### config.mk
export PLATFORM = sky130hd
export DESIGN_NAME = accum_alu
export DESIGN_NICKNAME = d
export VERILOG_FILES = /design/src/rtl/accum_alu.sv
export SDC_FILE = /design/constraint.sdc
export NUM_CORES = 1
export LEC_CHECK = 0
export ABC_AREA = 1
export CORE_ASPECT_RATIO = 1.2
export CORE_MARGIN = 1
export CORE_UTILIZATION = 40
export DETAILED_ROUTE_END_ITERATION = 10
export GPL_TIMING_DRIVEN = 0
export SLEW_MARGIN = 20
export SYNTH_ARGS = -nofsm -noshare
export SYNTH_HDL_FRONTEND = slang
export SYNTH_SLANG_ARGS = --single-unit
### constraint.sdc
create_clock -name clk -period 3.3 [get_ports clk]
set_clock_uncertainty 0.2 [all_clocks]
set_input_delay 0.66 -clock clk [delete_from_list [all_inputs] [get_ports clk]]
set_output_delay 0.66 -clock clk [all_outputs]
set_load 0.1 [all_outputs]
### src/rtl/accum_alu.sv
// accum_alu: accumulator ALU with valid/ready handshake and optional saturation
module accum_alu #(
  parameter int WIDTH    = 8,
  parameter bit SATURATE = 1'b1
) (
  input  logic             clk,
  input  logic             rst_n,
  input  logic             ena,
  input  logic             in_valid,
  output logic             in_ready,
  input  logic [1:0]       mode,
  input  logic [WIDTH-1:0] a,
  input  logic [WIDTH-1:0] b,
  output logic             out_valid,
  input  logic             out_ready,
  output logic [WIDTH-1:0] result,
  output logic             ovf,
  output logic             ovf_sticky,
  output logic [7:0]       op_count
);
  localparam logic [1:0] SUB = 2'b01, ACC = 2'b10, CLR = 2'b11;
  logic [WIDTH-1:0] acc;
  logic [WIDTH-1:0] res_next;
  logic [WIDTH:0]   wide;
  logic             accept;
  logic             carry;
  assign in_ready = rst_n & ena & (~out_valid | out_ready);
  assign accept   = in_valid & in_ready;
  // one extra bit of headroom: its top bit is the carry (ADD/ACC) or borrow (SUB)
  always_comb begin
    wide     = mode == SUB ? {1'b0, a} - {1'b0, b} :
               mode == ACC ? {1'b0, acc} + {1'b0, a} : {1'b0, a} + {1'b0, b};
    carry    = wide[WIDTH];
    res_next = carry && SATURATE ? (mode == SUB ? {WIDTH{1'b0}} : {WIDTH{1'b1}}) : wide[WIDTH-1:0];
  end
  // result register, flags, accumulator and beat counter; result is replaced without a bubble
  always_ff @(posedge clk or negedge rst_n)
    if (!rst_n) begin
      out_valid  <= 1'b0;
      result     <= '0;
      ovf        <= 1'b0;
      ovf_sticky <= 1'b0;
      op_count   <= '0;
      acc        <= '0;
    end else if (accept) begin
      out_valid  <= 1'b1;
      op_count   <= op_count + 8'd1;
      result     <= mode == CLR ? '0 : res_next;
      ovf        <= mode != CLR && carry;
      ovf_sticky <= mode != CLR && (ovf_sticky || carry);
      if (mode == CLR || mode == ACC) acc <= mode == CLR ? '0 : res_next;
    end else if (out_ready) begin
      out_valid <= 1'b0;
    end
endmodule

# After elaboration in Yosys (flattened, before gate mapping)
# Cells that the tools add are included.
dict set report totals {
  reg_bits 27
  inputBits 23
  word_cells 32
}
dict set report op_classes {
  addsub 4
  eq_ne 4
  n_mux 7
  bitwise_logic 5
  n_reduce_logical 6
}
# op count
set ops {}
lappend ops {{2-to-1 mux 8 bit} 3}
lappend ops {{adder 8 x 8 -> 9 bit} 2}
lappend ops {{2-to-1 mux 9 bit} 2}
lappend ops {{subtractor 8 x 8 -> 9 bit} 1}
lappend ops {{adder 8 x 1 -> 8 bit, second input constant} 1}
lappend ops {{equality test 2 bit, second input constant} 2}
lappend ops {{bitwise AND 1 bit} 3}
lappend ops {{equality test 2 x 1 -> 1 bit, second input constant} 1}
lappend ops {{logical AND 1 bit} 2}
lappend ops {{logical OR 1 bit} 2}
lappend ops {{2-to-1 mux 1 bit} 2}
lappend ops {{!= test 2 bit, second input constant} 1}
lappend ops {{AND reduction 2 bit} 1}
lappend ops {{nonzero test 2 bit} 1}
lappend ops {{NOT 1 bit} 1}
lappend ops {{OR 1 bit} 1}

# Depth between registers and ports, before layout
# Gate-level depths: netlist (run 1).
dict set report depth {
  ltp_word 5
  ltp_mapped 22
  ltp_nobuf 22
}

# Least setup slack after synthesis (run 1)
# Ideal clock, no wire load.
dict set report synth_path {
  kind {register to register}
  startpoint {register out_valid}
  endpoint {register op_count[6]}
  setup_ns 0.158
  arrival_time_ns 3.219
  path_slack_ns -0.277
  stages_incl_launch_ff 8
  path_buffers 0
  synth_period_minus_slack_ns 3.577
  cell_sequence {dfrtp_1 > inv_1 > nor2_1 > nor2_1 > nand2_2 > nor3b_1 > nand4_1 > xnor2_1}
}
dict set report synth_between {
  elab_chain_cells 4
}
# item line_no
set synth_lines {}
lappend synth_lines {{from (decl)} 14} ;# output logic out_valid,
lappend synth_lines {{from (signal assigned)} 39} ;# out_valid <= 1'b0;
lappend synth_lines {{from (signal assigned)} 46} ;# out_valid <= 1'b1;
lappend synth_lines {{from (signal assigned)} 53} ;# out_valid <= 1'b0;
lappend synth_lines {{NOT 1 bit} 27} ;# assign in_ready = rst_n & ena & (~out_valid | out_ready);
lappend synth_lines {{OR 1 bit} 27}
lappend synth_lines {{bitwise AND 1 bit} 27}
lappend synth_lines {{via in_ready} 10} ;# output logic in_ready,
lappend synth_lines {{bitwise AND 1 bit} 28} ;# assign accept = in_valid & in_ready;
lappend synth_lines {{to (signal assigned)} 47} ;# op_count <= op_count + 8'd1;
lappend synth_lines {{to (decl)} 19} ;# output logic [7:0] op_count
# The timed path passes the listed nets, and every way through them passes these cells.
# A chain may end at the register's enable or synchronous reset.

# Worst setup path after layout (run 1)
dict set report layout_path {
  startpoint {input b[0]}
  endpoint {register acc[1]}
}
dict set report layout_between {
  elab_chain_cells 5
  word_cells_on_any_way 6
  cone_classes {add/sub (2); mux (4)}
}
# item line_no
set layout_lines {}
lappend layout_lines {{from (decl)} 13} ;# input logic [WIDTH-1:0] b,
lappend layout_lines {{adder 8 x 8 -> 9 bit} 32} ;# mode == ACC ? {1'b0, acc} + {1'b0, a} : {1'b0, a} + {1'b0, b};
lappend layout_lines {{2-to-1 mux 9 bit} 32}
lappend layout_lines {{2-to-1 mux 9 bit *} 31} ;# wide = mode == SUB ? {1'b0, a} - {1'b0, b} :
lappend layout_lines {{2-to-1 mux 8 bit *} 34} ;# res_next = carry && SATURATE ? (mode == SUB ? {WIDTH{1'b0}} : {WIDTH{1'b1}}) : wide[WIDTH-1:0];
lappend layout_lines {{2-to-1 mux 8 bit *} 51} ;# if (mode == CLR || mode == ACC) acc <= mode == CLR ? '0 : res_next;
lappend layout_lines {{to (signal assigned)} 51}
lappend layout_lines {{to (decl)} 22} ;# logic [WIDTH-1:0] acc;
# Mark *: on every way between the ends. The rest lies on a longest branch, timed or not.

==> metrics, run 1 <==
status=completed; Routed WL per cell=about 13 um; Residual DRC=0; worst path cell trace=clkdlybuf4s50_1, inv_1, nand2_2, o21ai_4, ha_4, buf_4, xnor2_1, nand2_1, o21ai_0, ha_1, nand2_2, o21ai_4, nand2_1, nand2_2, nand3_4, nand3_2, nand3_2, nand2_1; H-tree depth=1; Synth area leaders=dfrtp_1 33%, nand2_1 15%, ha_1 6.0%; reg2reg end=result[4]; syn_area_per_cell=roughly 8 um2; first-pass GRT wire length=roughly 7.9 mm; vias per inst=a little under 5; kind of cell adding the most delay to the critical path=simple AND/OR/NAND/NOR gates; final core occ=58.7%; final RePlAce weighted congestion=around 0.9; part of the cycle the worst path needs=95.9%; Mapped Area=~2100 um2; number of port buffers=41; total wire length=~5 mm; RR Startpoint=acc[1]; HP Class=in -> async; MaxCap Viol Count=0; CTS Hold Bufs=0; placed cells=between 300 and 400; Pre-Repair DR Iteration Count=4; Diodes inserted=0; Congestion Overflow GR=0; worst setup path start=b[0]; Slew @ Worst Pin=around 1 ns; clock buffer depth=2; register area share after synthesis=between 30% and 40%; Final Hold Fails=0; Die W=~68 um; Worst Path Buf+Inv=3; non-filler instance count after layout=382; biggest area consumer among synthesized cells=dfrtp_1; largest net degree at the start of global routing=29; share of the synthesized area in the top cell type=between 30% and 40%; PwrDens=619 nW/um2; die area=about 5500 um2; CTS tree=yes; Cells after Synth=~260; Core ar.=between 4000 and 5000 um2; Fmax=316 MHz; R2R Setup Slk=around 0.52 ns; vias=~1900; initial antenna violation count=0; Max Slew Vio Count=0; Worst Path Arrival=3.18 ns; Worst Reg-to-Reg Cells=17; max incr delay on CP=0.45 ns; Netlist cell types=36; clk slew on worst S/H paths=0.09 ns; # IOs=43; CTS Buf Count=3; Nets=357; Period minus WS final=about 3.2 ns; Seq cells post-synth=27; die height=80.8 um; row cnt=28; post-synth net total=between 200 and 300; area grow syn2layout=40.1%; leakage power=1.39 nW; Crit Path Category=in -> reg; Skew-Pair Late Insertion Delay=between 0.2 and 0.3 ns; starting DRC count in detailed routing=34; commonest non-fill, non-tap cell in the layout=nand2_1; Crit-path slowest cell=clkdlybuf4s50_1; Setup Viol. Count Final=0; CTS Root Cell=clkbuf_8; most frequent cells in the layout=75 x nand2_1, 36 x clkdlybuf4s50_1, 27 x dfrtp_1, 22 x inv_1, 18 x nand3_1; DRT antenna net count=0; Max VDD drop=699 uV; number of global-route vias before repair=roughly 1800; CP Launch Type=input pin; share of cells above drive strength 1=30.4%; gr usage total=approximately a fifth; Worst slew margin=approximately a third; Critical Path End Type=flop; CP Max Fanout=8; CTS Sinks=27; starting density of the core=41.9%; Pwr Total=~1.8 mW; CP required=3.32 ns; Post-DP HPWL=3.80 mm; Synth warnings=0
## through the flow
step           TNS (ns)  hold slack (ns)  area [um2]  worst slack [ns]
6_report              0            0.193        2900             0.135
5_1_grt         -0.0544            0.222        2900           -0.0171
4_1_cts        -0.00272            0.209        2730          -0.00272
3_5_place_dp     -15.77            0.270        2550            -0.944
3_3_place_gp     -16.50            0.263        2560             -1.08
2_1_floorplan         0            0.164        2070            0.0174
## report_power, final
part | internal (mW) | switching, mW | total [mW] | leakage [nW]
clock network | 0.0847 | 0.104 | 0.189 | 0.0255
registers | 0.417 | 0.0691 | 0.486 | 0.346
logic | 0.342 | 0.777 | 1.12 | 1.02
total | 0.844 | 0.951 | 1.79 | 1.39
## layout make-up
cell class	instances	area, um2
multi-input cells	206	1470
fillers	463	2040
repair buffers	54	503
clock buffers	3	41.3
inverters	26	100
well taps	60	75.1
clock inverters	1	5.00
flip-flops and latches	27	676
plain buffers	5	32.5
## state kept, by name, summed over array words and instances (netlist names)
signal	flops
ovf	1
op_count	8
result	8
acc	8
ovf_sticky	1
out_valid	1
## worst max path at each step
stage	endpoint	cells after the start
final	acc[1]	18
after detailed placement	acc[4]	19
after global routing	acc[2]	18
after CTS	acc[1]	20
after floorplan	result[4]	18
after global placement	in_ready	4
## cells in the mapped netlist, drive strengths merged
cell type,count
o21a,1
fa,1
ha,10
xnor2,7
nor2,16
nand3,37
and3,1
or2,2
nand2,96
nor3b,1
buf,4
nand3b,3
xor2,5
nand4,4
dfrtp,27
a21oi,7
o21ai,12
o21bai,1
inv,26
clkbuf,1
a22oi,1
and2,1
## kinds of logic (layout without fill, tap and decap cells)
group           count (synthesis)  after routing  synth area share [%]
simple gates                  161            161                  41.5
buf+inv                        31             89                  6.23
flops                          27             27                  32.6
compound gates                 22             22                  7.50
xor+xnor                       12             12                  5.08
fa+ha+maj                      11             11                  7.01
## routing by layer
metal,GRT usage (%),up-vias,wire length (um),part of all wire (%)
li1,-,967,-,-
met1,24.0,862,2270,45
met2,33.2,44,2530,50
met3,1.69,12,156,3.1
met4,8.30,0,131,2.6
met5,0,-,0,0
## what timing repair did
item	4_1_cts	5_1_grt
gates resized for setup	19	37
setup buffers	8	5
setup endpoints to repair	19	19
pin swaps	14	18
Note: power is estimated with default switching activity, not from simulation.
==> run 2: changes to the inputs <==
Settings changed: CORE_MARGIN 1 to 2, CTS_BUF_LIST set to sky130_fd_sc_hd__clkbuf_4.
==> metrics, run 2 (synthesis results as in run 1) <==
biggest regs=acc: 8 flops, op_count: 8 flops, result: 8 flops; Congestion Overflow GR=0; HP Class=in -> async; part of the cycle the worst path needs=about 96%; largest net degree at the start of global routing=29; number of global-route vias before repair=roughly 1700; Core ar.=between 4000 and 5000 um2; Skew-Pair Late Insertion Delay=around 0.32 ns; gr usage total=roughly 17%; first-pass GRT wire length=just under 8 mm; CTS Buf Count=3; Diodes inserted=0; R2R Setup Slk=~0.49 ns; DRT antenna net count=0; vias=between 1500 and 2000; die height=between 80 and 90 um; share of cells above drive strength 1=approximately 24%; leakage power=around 1.3 nW; CTS Sinks=27; Post-DP HPWL=between 3 and 4 mm; Routed WL per cell=between 10 and 15 um; die area=5770 um2; vias per inst=between 4 and 5; clock buffer depth=2; Slew @ Worst Pin=between 0.9 and 1 ns; CP Launch Type=input pin; commonest non-fill, non-tap cell in the layout=nand2_1; Max Slew Vio Count=0; Nets=roughly 360; Setup TNS=0 ns; total wire length=4.83 mm; initial antenna violation count=0; status=completed; Pre-Repair DR Iteration Count=4; most frequent cells in the layout=78 x nand2_1, 38 x clkdlybuf4s50_1, 27 x dfrtp_1, 24 x nand3_1, 22 x inv_1; CP required=around 3.3 ns; dpl ws=-0.927 ns; final RePlAce weighted congestion=0.801; RR Startpoint=acc[0]; PwrDens=between 600 and 700 nW/um2; H-tree depth=1; Worst slew margin=approximately a third; CTS Hold Bufs=0; Final Hold Fails=0; Critical Path End Type=flop; # IOs=between 40 and 50; row cnt=28; Residual DRC=0; Max VDD drop=568 uV; area grow syn2layout=32.3%; Worst Path Arrival=3.21 ns; hold_ws=around 0.12 ns; final worst slack=around 0.12 ns; Fmax=315 MHz; Filler cells=around 500; Crit Path Category=in -> reg; CTS tree=yes; reg2reg end=acc[7]; starting DRC count in detailed routing=67; MaxCap Viol Count=0; clk slew on worst S/H paths=around 0.14 ns; number of port buffers=41; Die W=about 70 um; CP Max Fanout=3; Setup crit end=acc[7]; starting density of the core=between 40% and 50%; Worst Reg-to-Reg Cells=15; CTS Root Cell=clkbuf_4; Setup Viol. Count Final=0; worst setup path start=b[1]; Period minus WS final=3.18 ns
==> run 2: cell count changes in the layout (fill, tap and decap cells not counted), sizes merged <==
cell / previous run / this run
buf: 19 / 17
clkbuf: 4 / 5
clkdlybuf4s15: 1 / 0
clkdlybuf4s50: 36 / 38
dlymetal6s2s: 2 / 0
==> run 2: final cells by class <==
cell class,count,area (um2),area share [%]
Multi-Input combinational cell,206,1350,49.3
Sequential cell,27,676,24.7
Timing Repair Buffer,52,478,17.5
Inverter,26,100,3.66
Tap cell,60,75.1,2.74
Buffer,5,32.5,1.19
Clock buffer,3,22.5,0.823
Clock inverter,1,5.00,0.183
==> run 2: power breakdown <==
group          switching, mW  total (mW)  leakage (nW)  internal, mW
combinational          0.746        1.06         0.969         0.315
clock                 0.0943       0.140        0.0177        0.0454
sequential            0.0673       0.484         0.346         0.417
==> run 2: worst min-delay path by stage <==
| stage | cells after the start | end |
|---|---|---|
| after floorplan | 0 | acc[0] |
| after global placement | 1 | op_count[7] |
| after detailed placement | 1 | op_count[7] |
| after CTS | 1 | op_count[6] |
| after global routing | 1 | op_count[6] |
| final | 1 | op_count[4] |
==> run 2: per-layer routing <==
metal  track usage (%)  vias up  routed length [um]
li1                  -      965                   -
met1              21.9      829                2260
met2              30.6       33                2400
met3              1.09        4                 137
met4              4.04        0                  34
met5                 0        -                   0
==> run 2: worst max-delay path, cell delays in order <==
cell and delay (ns):
clkdlybuf4s50_1 0.47, inv_2 0.05, nand2_2 0.07, o21ai_4 0.07, ha_4 0.16, buf_4 0.13
xnor2_1 0.11, nand2_1 0.05, o21ai_0 0.11, ha_1 0.36, buf_4 0.16, a21oi_1 0.17
nand2_1 0.11, nand2_1 0.09, nand3b_1 0.08, nand2_1 0.10, nand3_2 0.08, nand3_1 0.11
nand2_1 0.06
==> run 2: what timing repair did <==
action / in CTS / in global routing
resized for setup: 13 / 15
pin swaps: 6 / 12
setup buffers: 4 / 6
setup endpoints to repair: 19 / 19
endpoints found under the hold margin: 0 / 0
cloned: 1 / 0
==> run 2: metrics by stage <==
| stage | util, % | total power, mW | instances | cell area (um2) |
|---|---|---|---|---|
| after floorplan | - | 1.26 | 264 | 2070 |
| after CTS | 53.3 | 1.66 | 374 | 2650 |
| after global placement | 51.5 | 1.49 | 365 | 2560 |
| after global routing | 55.0 | 1.79 | 380 | 2740 |
| final | 55.0 | 1.68 | 380 | 2740 |
| after detailed placement | 51.4 | 1.49 | 365 | 2550 |
==> run 3: changes to the inputs <==
Settings changed: CORE_ASPECT_RATIO 1.2 to not set.
==> metrics, run 3 (synthesis results as in run 1) <==
status=completed; Max VDD drop=just over 900 uV; Routed WL per cell=12.5 um; first-pass GRT wire length=8.51 mm; HP Class=in -> async; Pre-Repair DR Iteration Count=4; Filler cells=approximately 470; CP required=roughly 3.4 ns; Diodes inserted=0; Core ar.=about 5000 um2; Critical Path End Type=flop; Crit-path slowest cell=clkdlybuf4s50_1; number of port buffers=slightly above 40; Nets=~350; PwrDens=605 nW/um2; CP Max Fanout=8; number of global-route vias before repair=between 1500 and 2000; clk slew on worst S/H paths=0.15 ns; CTS Buf Count=3; met3 usage=1.67%; final instance area=about 2800 um2; leakage power=about 1.4 nW; CTS Sinks=27; Crit Path Category=in -> reg; Residual DRC=0; CTS tree=yes; GR peak layer=met2; Post-DP HPWL=approximately 3.7 mm; H-tree depth=1; Fmax=roughly 320 MHz; max incr delay on CP=0.45 ns; GR met1 Demand/Resource=25.1%; Worst slew margin=around a third; Max Slew Vio Count=0; MaxCap Viol Count=0; DRT antenna net count=0; commonest non-fill, non-tap cell in the layout=nand2_1; area grow syn2layout=36.5%; Crit path top cell by count=nand2_1; die height=~76 um; total wire length=between 4 and 5 mm; worst path cell trace=clkdlybuf4s50_1, nand2_2, and2_4, nand2_2, o21ai_0, nand2_1, nand2_1, o21ai_0, ha_1, a21oi_1, o21ai_4, a21oi_4, nand2_4, nand3_2, nand3_2, nand2_1; Setup TNS=0 ns; sequential cell area=676 um2; Skew-Pair Late Insertion Delay=about 0.32 ns; starting DRC count in detailed routing=42; largest net degree at the start of global routing=29; die area=between 5000 and 6000 um2; Congestion Overflow GR=0; Setup Viol. Count Final=0; row cnt=26; Multi-input gate area=between 1000 and 1500 um2; gr usage total=between 10% and 20%; vias=between 1500 and 2000; initial antenna violation count=0; most frequent cells in the layout=77 x nand2_1, 36 x clkdlybuf4s50_1, 27 x dfrtp_1, 18 x inv_1; CTS Hold Bufs=0; Worst Path Arrival=~3.2 ns; # IOs=43; clock buffer depth=2; vias per inst=4.72; part of the cycle the worst path needs=a little over nine tenths; Slew @ Worst Pin=approximately 0.97 ns; Period minus WS final=3.12 ns; starting density of the core=~41%; share of cells above drive strength 1=between 20% and 30%; biggest regs=acc: 8 flops, op_count: 8 flops, result: 8 flops; CTS Root Cell=clkbuf_4; global-route met2 utilization=29.0%; final RePlAce weighted congestion=about 0.84; CP Launch Type=input pin; Die W=around 76 um; Final Hold Fails=0; Placed Area=about 2600 um2
run 3: cell count changes in the layout (fill, tap and decap cells not counted), moves of 2 or more:
cell and change:
buf_4 -4, buf_6 +3, nand3_2 +6, nand3_4 +2
inv_2 +4, nand3_1 -8, clkdlybuf4s50_1 -2, dlymetal6s2s_1 +2
inv_1 -4
run 3: layout make-up:
cell class	instances	share of cell area, %
Clock inverter	1	0.177
Timing Repair Buffer	51	17.2
Tap cell	70	3.10
Inverter	26	3.54
Multi-Input combinational cell	206	50.1
Sequential cell	27	23.9
Clock buffer	3	0.797
Buffer	5	1.15
run 3: what timing repair did:
action                                  CTS  global route
endpoints found under the hold margin     0             0
buffers inserted                          5             4
pin swaps                                 6            21
endpoints found under the setup margin   19            19
gates cloned                              0             1
resized for setup                        12            37
run 3: worst max-delay path: cells and delay by family:
kind | cells | cell delay (ns)
AOI/OAI and AO/OA | 5 | 0.83
buffers and inverters | 1 | 0.45
and+or+nand+nor | 9 | 0.90
adders and majority gates | 1 | 0.35
run 3: path summary, 6_finish.rpt:
check	startpoint	endpoint	slack [ns]	cells past startpoint
worst max register to register	acc[0]	acc[2]	0.44	16
min in group clk	op_count[7]	op_count[7]	0.28	1
worst min register to register	op_count[7]	op_count[7]	0.28	1
worst min-delay path	rst_n	acc[1]	0.12	1
max in group asynchronous	rst_n	op_count[1]	2.39	1
worst max-delay path	b[2]	acc[3]	0.18	16
run 3: power by group:
| group | switching, mW | total, mW | internal, mW |
|---|---|---|---|
| sequential | 0.0693 | 0.486 | 0.417 |
| clock | 0.0968 | 0.142 | 0.0454 |
| combinational | 0.760 | 1.08 | 0.320 |
| total | 0.926 | 1.71 | 0.782 |
run 3: through the flow:
stage / total power, mW / hold slack, ns / std cells / util, % / setup slack [ns]
final: 1.71 / 0.122 / 389 / 56.0 / 0.177
after global routing: 1.82 / 0.145 / 389 / 56.0 / -0.00496
after CTS: 1.66 / 0.141 / 384 / 52.8 / 0.00827
after detailed placement: 1.49 / 0.267 / 375 / 50.9 / -0.930
after global placement: 1.49 / 0.262 / 375 / 51.0 / -1.09
after floorplan: 1.26 / 0.164 / 264 / - / 0.0174
run 3: routing by layer:
layer  vias up  routed length (um)
met5         -                   0
met4         0                  51
met3         4                 130
met2        38                2250
met1       830                2420
li1        964                   -
